<file path="src/rtl/traffic_light_ctrl.sv">
// traffic_light_ctrl: two-road (main/sub) traffic-light sequencer.
//   A prescaler divides clk_i into a one-second tick. Day mode cycles
//   MAIN_GREEN -> MAIN_YELLOW -> SUB_GREEN -> SUB_YELLOW. Night mode flashes
//   both yellow lamps and blanks the time display.
// Ports:
//   clk_i             system clock, rising edge
//   rst_i             synchronous reset, active-high
//   night_i           level, 1 = night mode (flashing yellow, display off)
//   hold_i            level, 1 = freeze countdown and phase
//   main_light_o      main road lamps {red,yellow,green}
//   sub_light_o       sub road lamps {red,yellow,green}
//   main_rest_time_o  main road seconds until its lamp next changes
//   sub_rest_time_o   sub road seconds until its lamp next changes
//   dis_en_o          1 = display shows rest times, 0 = blank
module traffic_light_ctrl #(
  parameter int unsigned CLK_DIV  = 50_000_000,
  parameter int unsigned MAIN_G_T = 25,
  parameter int unsigned SUB_G_T  = 15,
  parameter int unsigned YEL_T    = 3
) (
  input  logic       clk_i,
  input  logic       rst_i,
  input  logic       night_i,
  input  logic       hold_i,
  output logic [2:0] main_light_o,
  output logic [2:0] sub_light_o,
  output logic [4:0] main_rest_time_o,
  output logic [4:0] sub_rest_time_o,
  output logic       dis_en_o
);

  localparam int unsigned PreW = (CLK_DIV > 1) ? $clog2(CLK_DIV) : 1;
  localparam logic [PreW-1:0] PreMax = PreW'(CLK_DIV - 1);
  localparam logic [4:0] MainGT = 5'(MAIN_G_T);
  localparam logic [4:0] SubGT  = 5'(SUB_G_T);
  localparam logic [4:0] YelT   = 5'(YEL_T);

  typedef enum logic [2:0] {
    StMainGreen,
    StMainYellow,
    StSubGreen,
    StSubYellow,
    StNight
  } state_e;

  state_e          state_q, state_d;
  logic [4:0]      cnt_q, cnt_d;
  logic [PreW-1:0] pre_cnt_q, pre_cnt_d;
  logic            flash_q, flash_d;
  logic            tick;

  assign tick = (pre_cnt_q == PreMax);

  always_ff @(posedge clk_i) begin
    if (rst_i) begin
      state_q   <= StMainGreen;
      cnt_q     <= MainGT;
      pre_cnt_q <= '0;
      flash_q   <= 1'b0;
    end else begin
      state_q   <= state_d;
      cnt_q     <= cnt_d;
      pre_cnt_q <= pre_cnt_d;
      flash_q   <= flash_d;
    end
  end

  // Next-state: night beats hold beats tick. Prescaler keeps running under hold.
  always_comb begin
    state_d   = state_q;
    cnt_d     = cnt_q;
    flash_d   = flash_q;
    pre_cnt_d = tick ? '0 : pre_cnt_q + 1'b1;

    if (night_i) begin
      if (state_q != StNight) begin
        state_d = StNight;
        cnt_d   = '0;
        flash_d = 1'b0;
      end else if (tick) begin
        flash_d = ~flash_q;
      end
    end else if (state_q == StNight) begin
      // Leaving night is a full restart, same as reset.
      state_d   = StMainGreen;
      cnt_d     = MainGT;
      pre_cnt_d = '0;
      flash_d   = 1'b0;
    end else if (!hold_i && tick) begin
      if (cnt_q > 5'd1) begin
        cnt_d = cnt_q - 5'd1;
      end else begin
        case (state_q)
          StMainGreen: begin
            state_d = StMainYellow;
            cnt_d   = YelT;
          end
          StMainYellow: begin
            state_d = StSubGreen;
            cnt_d   = SubGT;
          end
          StSubGreen: begin
            state_d = StSubYellow;
            cnt_d   = YelT;
          end
          default: begin
            state_d = StMainGreen;
            cnt_d   = MainGT;
          end
        endcase
      end
    end
  end

  // Outputs decode registered state only; a road on red adds the other
  // road's yellow time to its remaining seconds.
  always_comb begin
    main_light_o     = 3'b000;
    sub_light_o      = 3'b000;
    main_rest_time_o = 5'd0;
    sub_rest_time_o  = 5'd0;
    dis_en_o         = 1'b1;
    case (state_q)
      StMainGreen: begin
        main_light_o     = 3'b001;
        sub_light_o      = 3'b100;
        main_rest_time_o = cnt_q;
        sub_rest_time_o  = cnt_q + YelT;
      end
      StMainYellow: begin
        main_light_o     = 3'b010;
        sub_light_o      = 3'b100;
        main_rest_time_o = cnt_q;
        sub_rest_time_o  = cnt_q;
      end
      StSubGreen: begin
        main_light_o     = 3'b100;
        sub_light_o      = 3'b001;
        main_rest_time_o = cnt_q + YelT;
        sub_rest_time_o  = cnt_q;
      end
      StSubYellow: begin
        main_light_o     = 3'b100;
        sub_light_o      = 3'b010;
        main_rest_time_o = cnt_q;
        sub_rest_time_o  = cnt_q;
      end
      default: begin
        main_light_o = {1'b0, flash_q, 1'b0};
        sub_light_o  = {1'b0, flash_q, 1'b0};
        dis_en_o     = 1'b0;
      end
    endcase
  end

endmodule

</file>
<file path="config.mk">
export PLATFORM = sky130hd
export DESIGN_NAME = traffic_light_ctrl
export DESIGN_NICKNAME = d
export VERILOG_FILES = /design/src/rtl/traffic_light_ctrl.sv
export SDC_FILE = /design/constraint.sdc
export NUM_CORES = 1
export LEC_CHECK = 0
export CORE_ASPECT_RATIO = 1.75
export CORE_MARGIN = 5
export CORE_UTILIZATION = 49
export DETAILED_ROUTE_END_ITERATION = 8
export PLACE_DENSITY_LB_ADDON = 0.1
export SLEW_MARGIN = 20
export SYNTH_ARGS = -nofsm -noshare
export SYNTH_HDL_FRONTEND = slang
export SYNTH_SLANG_ARGS = --single-unit
</file>
<file path="constraint.sdc">
create_clock -name clk_i -period 2.3 [get_ports clk_i]
set_clock_uncertainty 0.1 [all_clocks]
set_input_delay 0.23 -clock clk_i [delete_from_list [all_inputs] [get_ports clk_i]]
set_output_delay 0.23 -clock clk_i [all_outputs]
set_load 0.01 [all_outputs]
</file>
==> After elaboration in Yosys (flattened, before gate mapping) <==
Cells that the tools add are included.
{ "word_totals": {"mem_count": 0, "ff_bits": 35, "rom_bits": 0, "latchBits": 0, "elab_cells": 56, "mem_bits_rw": 0} }
{ "classes": {"n_lt_le_gt_ge": 1, "mul": 0, "n_eq_ne": 9, "n_mux": 24, "reduce_logical": 14, "div_mod_pow": 0, "shifts": 0, "n_bitwise": 1, "add_sub_neg": 3} }
{ "ops": {"columns": ["cell", "n"], "rows": [
  ["2-to-1 mux 26 bit", 3],
  ["case mux 5 bit (2 select lines)", 3],
  ["adder 26 x 1 -> 26 bit, second input constant", 1],
  ["equality test 26 bit, second input constant", 1],
  ["2-to-1 mux 5 bit", 5],
  ["case mux 3 bit (3 select lines)", 2],
  ["2-to-1 mux 3 bit", 5],
  ["equality test 3 x 2 -> 1 bit, second input constant", 2],
  ["inequality test 3 bit, second input constant", 2],
  ["case mux 2 bit (3 select lines)", 1],
  ["OR reduction 2 bit", 3],
  ["OR reduction 3 bit", 2],
  ["adder 5 x 2 -> 5 bit, second input constant", 1],
  ["greater-than comparator 5 x 1 -> 1 bit, second input constant", 1],
  ["2-to-1 mux 1 bit", 5],
  ["subtractor 5 x 1 -> 5 bit, second input constant", 1],
  ["AND reduction 2 bit", 2],
  ["OR reduction 4 bit", 1],
  ["equality test 3 x 1 -> 1 bit, second input constant", 1],
  ["equality test 3 bit, second input constant", 1],
  ["logical NOT 3 bit", 1],
  ["inequality test 3 x 1 -> 1 bit, second input constant", 1],
  ["AND reduction 3 bit", 1],
  ["nonzero test 3 bit", 1],
  ["5 further kinds", 5]
]} }

==> Longest topological paths before layout <==
{ "depth": {"ltp_word": 7, "ltp_mapped": 8, "depth_no_buf": 7} }

==> Worst setup path after synthesis <==
No wires, ideal clock.
{ "synth_timing": {"path_type": "register to register", "startpoint": "register pre_cnt_q[0]", "endpoint": "register cnt_q[1]", "slack_ns": 0.121, "required_ns": 2.130, "setup_ns": 0.070, "period_less_slack_ns": 2.179, "arrival_time_ns": 2.009, "path_buffers": 0, "stages_incl_launch_ff": 7, "path_cell_list": "dfxtp_1 -> ha_1 -> or3b_2 -> nor4_4 -> a21oi_2 -> or4b_1 -> a21oi_1"} }
{ "synth_via": {"elab_chain_cells": 4} }
{ "synth_rtl": {"columns": ["element", "line_no", "rtl"], "rows": [
  ["start: declaration", "48", "logic [PreW-1:0] pre_cnt_q, pre_cnt_d;"],
  ["start signal: assignment", "63", "pre_cnt_q <= pre_cnt_d;"],
  ["equality test 26 bit", "52", "assign tick = (pre_cnt_q == PreMax);"],
  ["logical AND 1 bit", "89", "end else if (!hold_i && tick) begin"],
  ["nonzero test 3 bit (no source line)", null, null],
  ["AND reduction 2 bit (no source line)", null, null],
  ["end signal: assignment", "57", "cnt_q <= MainGT;"],
  ["end signal: assignment", "62", "cnt_q <= cnt_d;"],
  ["end: declaration", "47", "logic [4:0] cnt_q, cnt_d;"]
]} }
No other way between the ends.
A chain may end at the register's enable or synchronous reset.

==> Final worst setup path <==
{ "layout_timing": {"startpoint": "register state_q[0]", "endpoint": "output port main_light_o[1]"} }
{ "layout_via": {"elab_chain_cells": 3, "word_cells_on_any_way": 6, "classes_between": "eq/ne (3); mux (1); reduce/logical (2)"} }
{ "layout_rtl": {"columns": ["element", "line_no", "rtl"], "rows": [
  ["start: declaration", "46", "state_e state_q, state_d;"],
  ["start signal: assignment", "56", "state_q <= StMainGreen;"],
  ["start signal: assignment", "61", "state_q <= state_d;"],
  ["equality test 3 x 2 -> 1 bit", "123", "case (state_q)"],
  ["OR reduction 2 bit (no source line)", null, null],
  ["case mux 3 bit (3 select lines) (*)", "123", null],
  ["end: declaration", "25", "output logic [2:0] main_light_o,"]
]} }
Mark *: on every way between the ends. The rest lies on a longest branch, timed or not.

==> out/qor.yml <==
power_and_ir_drop:
  fin_total_pwr_mw: 1.33
  cellPowerDensity_nw_per_um2: 539
  p_leak_nw: 0.939
  peakVddDrop_uv: 598
placement:
  place_area_um2: 2360
  dp.cells: 326
  gp_congestion: 0.784
  post-place-ws_ps: 132
  port_buffers: 20
  hpwl_um: 3520
synth:
  synthDistinctLibCells: 47
  ys_ff_latch: 35
  syn_avg_cell_area_um2: 7.94
  ys.warnings.count: 0
  synth_nets: 266
  synth_fa_ha_area_share_pct: 2.44
  synthCells: 258
  syn-cell-area_um2: 2050
  synth-edff-count: 0
  async_flop_share_pct: 0
  synth-main-ff-cell: "dfxtp_1"
  synth-xor-area-share_pct: 13.2
  synth_compound_area_share_pct: 10.7
  synth-simple-area-share_pct: 33.2
  synth_mux_area_share_pct: 0.977
  yosysSeqAreaShare_pct: 34.2
  synth_top_family_by_area: "simple AND/OR/NAND/NOR gates"
floorplan:
  die_h_um: 95.6
  coreArea_um2: 4110
  die_area_um2: 5630
  start_util_pct: 49.8
  placementRows: 31
  io_pins: 21
  die_w_um: 58.9
flow_run:
  maxCapViolations: 0
sta:
  worstMarginPinSlew_ps: 322
  rsz0062_at_grt: "yes"
  max_freq_mhz: 451
  worst_slack_ps: 81.9
  finalMaxSlewViolations: 0
  hold_violations: 0
  hold_slack_ps: 422
  finalCritPeriodShare_pct: 96.4
  slew_headroom_pct: 78.3
  tns_ps: 0
  fin_crit_ps: 2220
  setup_viol: 0
route:
  ant_nets: 0
  drcViolationCount: 0
  num_vias: 1795
  viasPerCell: 5.37
  first_iter_violations: 73
  first_pass_iters: 4
  wirelength_um: 4650
  wire_per_inst_um: 13.9
setup_path:
  crit_chain: "buf_4 -> nor2b_1 -> nor2b_2 -> a21o_1 -> clkdlybuf4s50_1"
  critPathTopFamily: "buffers and inverters"
  cp_num_buf_inv: 2
  critPathKind: "reg2out"
  start_kind: "flop"
  cp-end-kind: "output port"
  arrival_ps: 1890
  reg2reg_depth: 6
  cp_num_cells: 5
  critPathMaxStageDelay_ps: 520
  crit_slowest_cell: "clkdlybuf4s50_1"
  cp_data_required_time_ps: 1970
  cp_max_fo: 7
cts:
  numCtsBuffers: 5
  htreeDepth: 2
  cts_tree: "done"
  clk_pin_slew_ps: 70
  post_cts_buffers: 0
  root_buffer: "clkbuf_8"
  cts_num_sinks: 35
  clockBufferDepth: 2
  clock_latency_ps: 290
global_route:
  grtUsageTotal_pct: 18.5
  grt_max_degree: 26
  grt_pass1_wl_um: 8020
  grt-ovfl-total: 0
  first_global_vias: 1773
  antenna_found_initial: 0
worst_hold_path:
  hold_depth: 2
  hp-class: "reg2reg"
status:
  status: "finished, final reports clean"
final_layout:
  stdcell_area_um2: 2480
  areaGrowthSynthToFinish_pct: 20.8
  final_core_util_pct: 60.2
  nNetsFinal: 292
  n_antenna_cell: 0
  final_cells: 334
  drive_above_1_share_pct: 13.3
kinds of logic after synthesis:
| logic type | Yosys count |
|---|---|
| multiplexers | 2 |
| buffers and inverters | 23 |
| flip-flops | 35 |
| AND/OR/NAND/NOR | 129 |
| adder cells (fa/ha/maj) | 4 |
| AO/OA/AOI/OAI | 34 |
| XOR/XNOR | 31 |
layout make-up:
cell class,instances,area (µm²)
repair buffers,36,334
well taps,49,61.3
fillers,399,1640
inverters,6,22.5
clock buffers,8,100
multi-input cells,200,1260
flip-flops and latches,35,702
where the power goes:
part	total, mW	internal, mW	switching, mW
sequential	0.634	0.619	0.0152
combinational	0.204	0.103	0.101
clock	0.497	0.273	0.223
tightest hold or removal path, delay by kind of cell, from the launching register on:
family | cells | cell delay (ps)
flip-flops | 1 | 340
AO/OA/AOI/OAI | 1 | 70
buffers and inverters | 1 | 60
cells in the final DEF (no fill, tap or decap), types with 2 or more instances in the layout:
master	count
a211oi_1	3
a21oi_1	12
and3_1	2
and4_1	5
buf_4	15
clkbuf_8	7
clkdlybuf4s50_1	15
dfxtp_1	34
dlygate4sd2_1	3
dlymetal6s2s_1	2
ha_1	4
inv_1	6
mux2i_1	2
nand2_1	17
nand2b_1	2
nand3_1	13
nand3b_1	2
nand4_1	7
nor2_1	50
nor2b_1	3
nor3_1	6
nor4_1	3
o21ai_0	5
o21bai_1	2
o31ai_1	2
or3_1	4
or3b_2	3
xnor2_1	18
xor2_1	13
routing by layer:
| layer | global-route usage (%) | vias to the layer above | share of wire, % |
|---|---|---|---|
| met4 | 8.70 | 0 | 2.5 |
| met5 | 0 | - | 0 |
| met3 | 3.12 | 9 | 3.4 |
| met2 | 35.6 | 25 | 55 |
| li1 | - | 935 | - |
| met1 | 18.3 | 826 | 39 |
registers in the layout (all words and copies together) (netlist names):
signal,cells
pre_cnt_q,26
cnt_q,5
state_q,3
flash_q,1
timing repair:
action | in CTS | in global routing
cloned | 0 | 0
hold buffers | 0 | 0
resized for setup | 4 | 8
endpoints found under the setup margin | 6 | 6
synthesized netlist by cell type (all sizes together), types with 2 or more instances:
master  count  share of area (%)
or4b        2                1.2
and4        5                2.1
dfxtp      35                 34
nor4        4                2.0
or3b        3                1.3
ha          4                2.4
nor2       51                9.3
nor2b       5                1.5
nand2      17                3.1
o21bai      2               0.73
xnor2      18                7.7
and2        2               0.67
xor2       13                5.6
a21oi      13                3.4
nand2b      2               0.61
nand3      13                3.2
inv         6                1.1
nor3        6                1.5
a211oi      3                1.1
o31ai       2               0.73
buf         3               0.67
or3         4                1.2
nand3b      2               0.73
o21ai       6                1.5
mux2i       2               0.98
nand4       7                2.1
clkbuf     13                2.9
and3        2               0.61
worst paths after layout:
kind	to	from	slack [ps]
setup / recovery	main_light_o[1]	state_q[0]$_SDFFE_PP0P_	80
hold / removal	flash_q$_SDFFE_PP0P_	flash_q$_SDFFE_PP0P_	420
hold reg to reg	flash_q$_SDFFE_PP0P_	flash_q$_SDFFE_PP0P_	420
setup reg to reg	cnt_q[1]$_SDFFE_PP0P_	pre_cnt_q[1]$_SDFF_PP0_	110
Note: power is estimated with default switching activity, not from simulation.
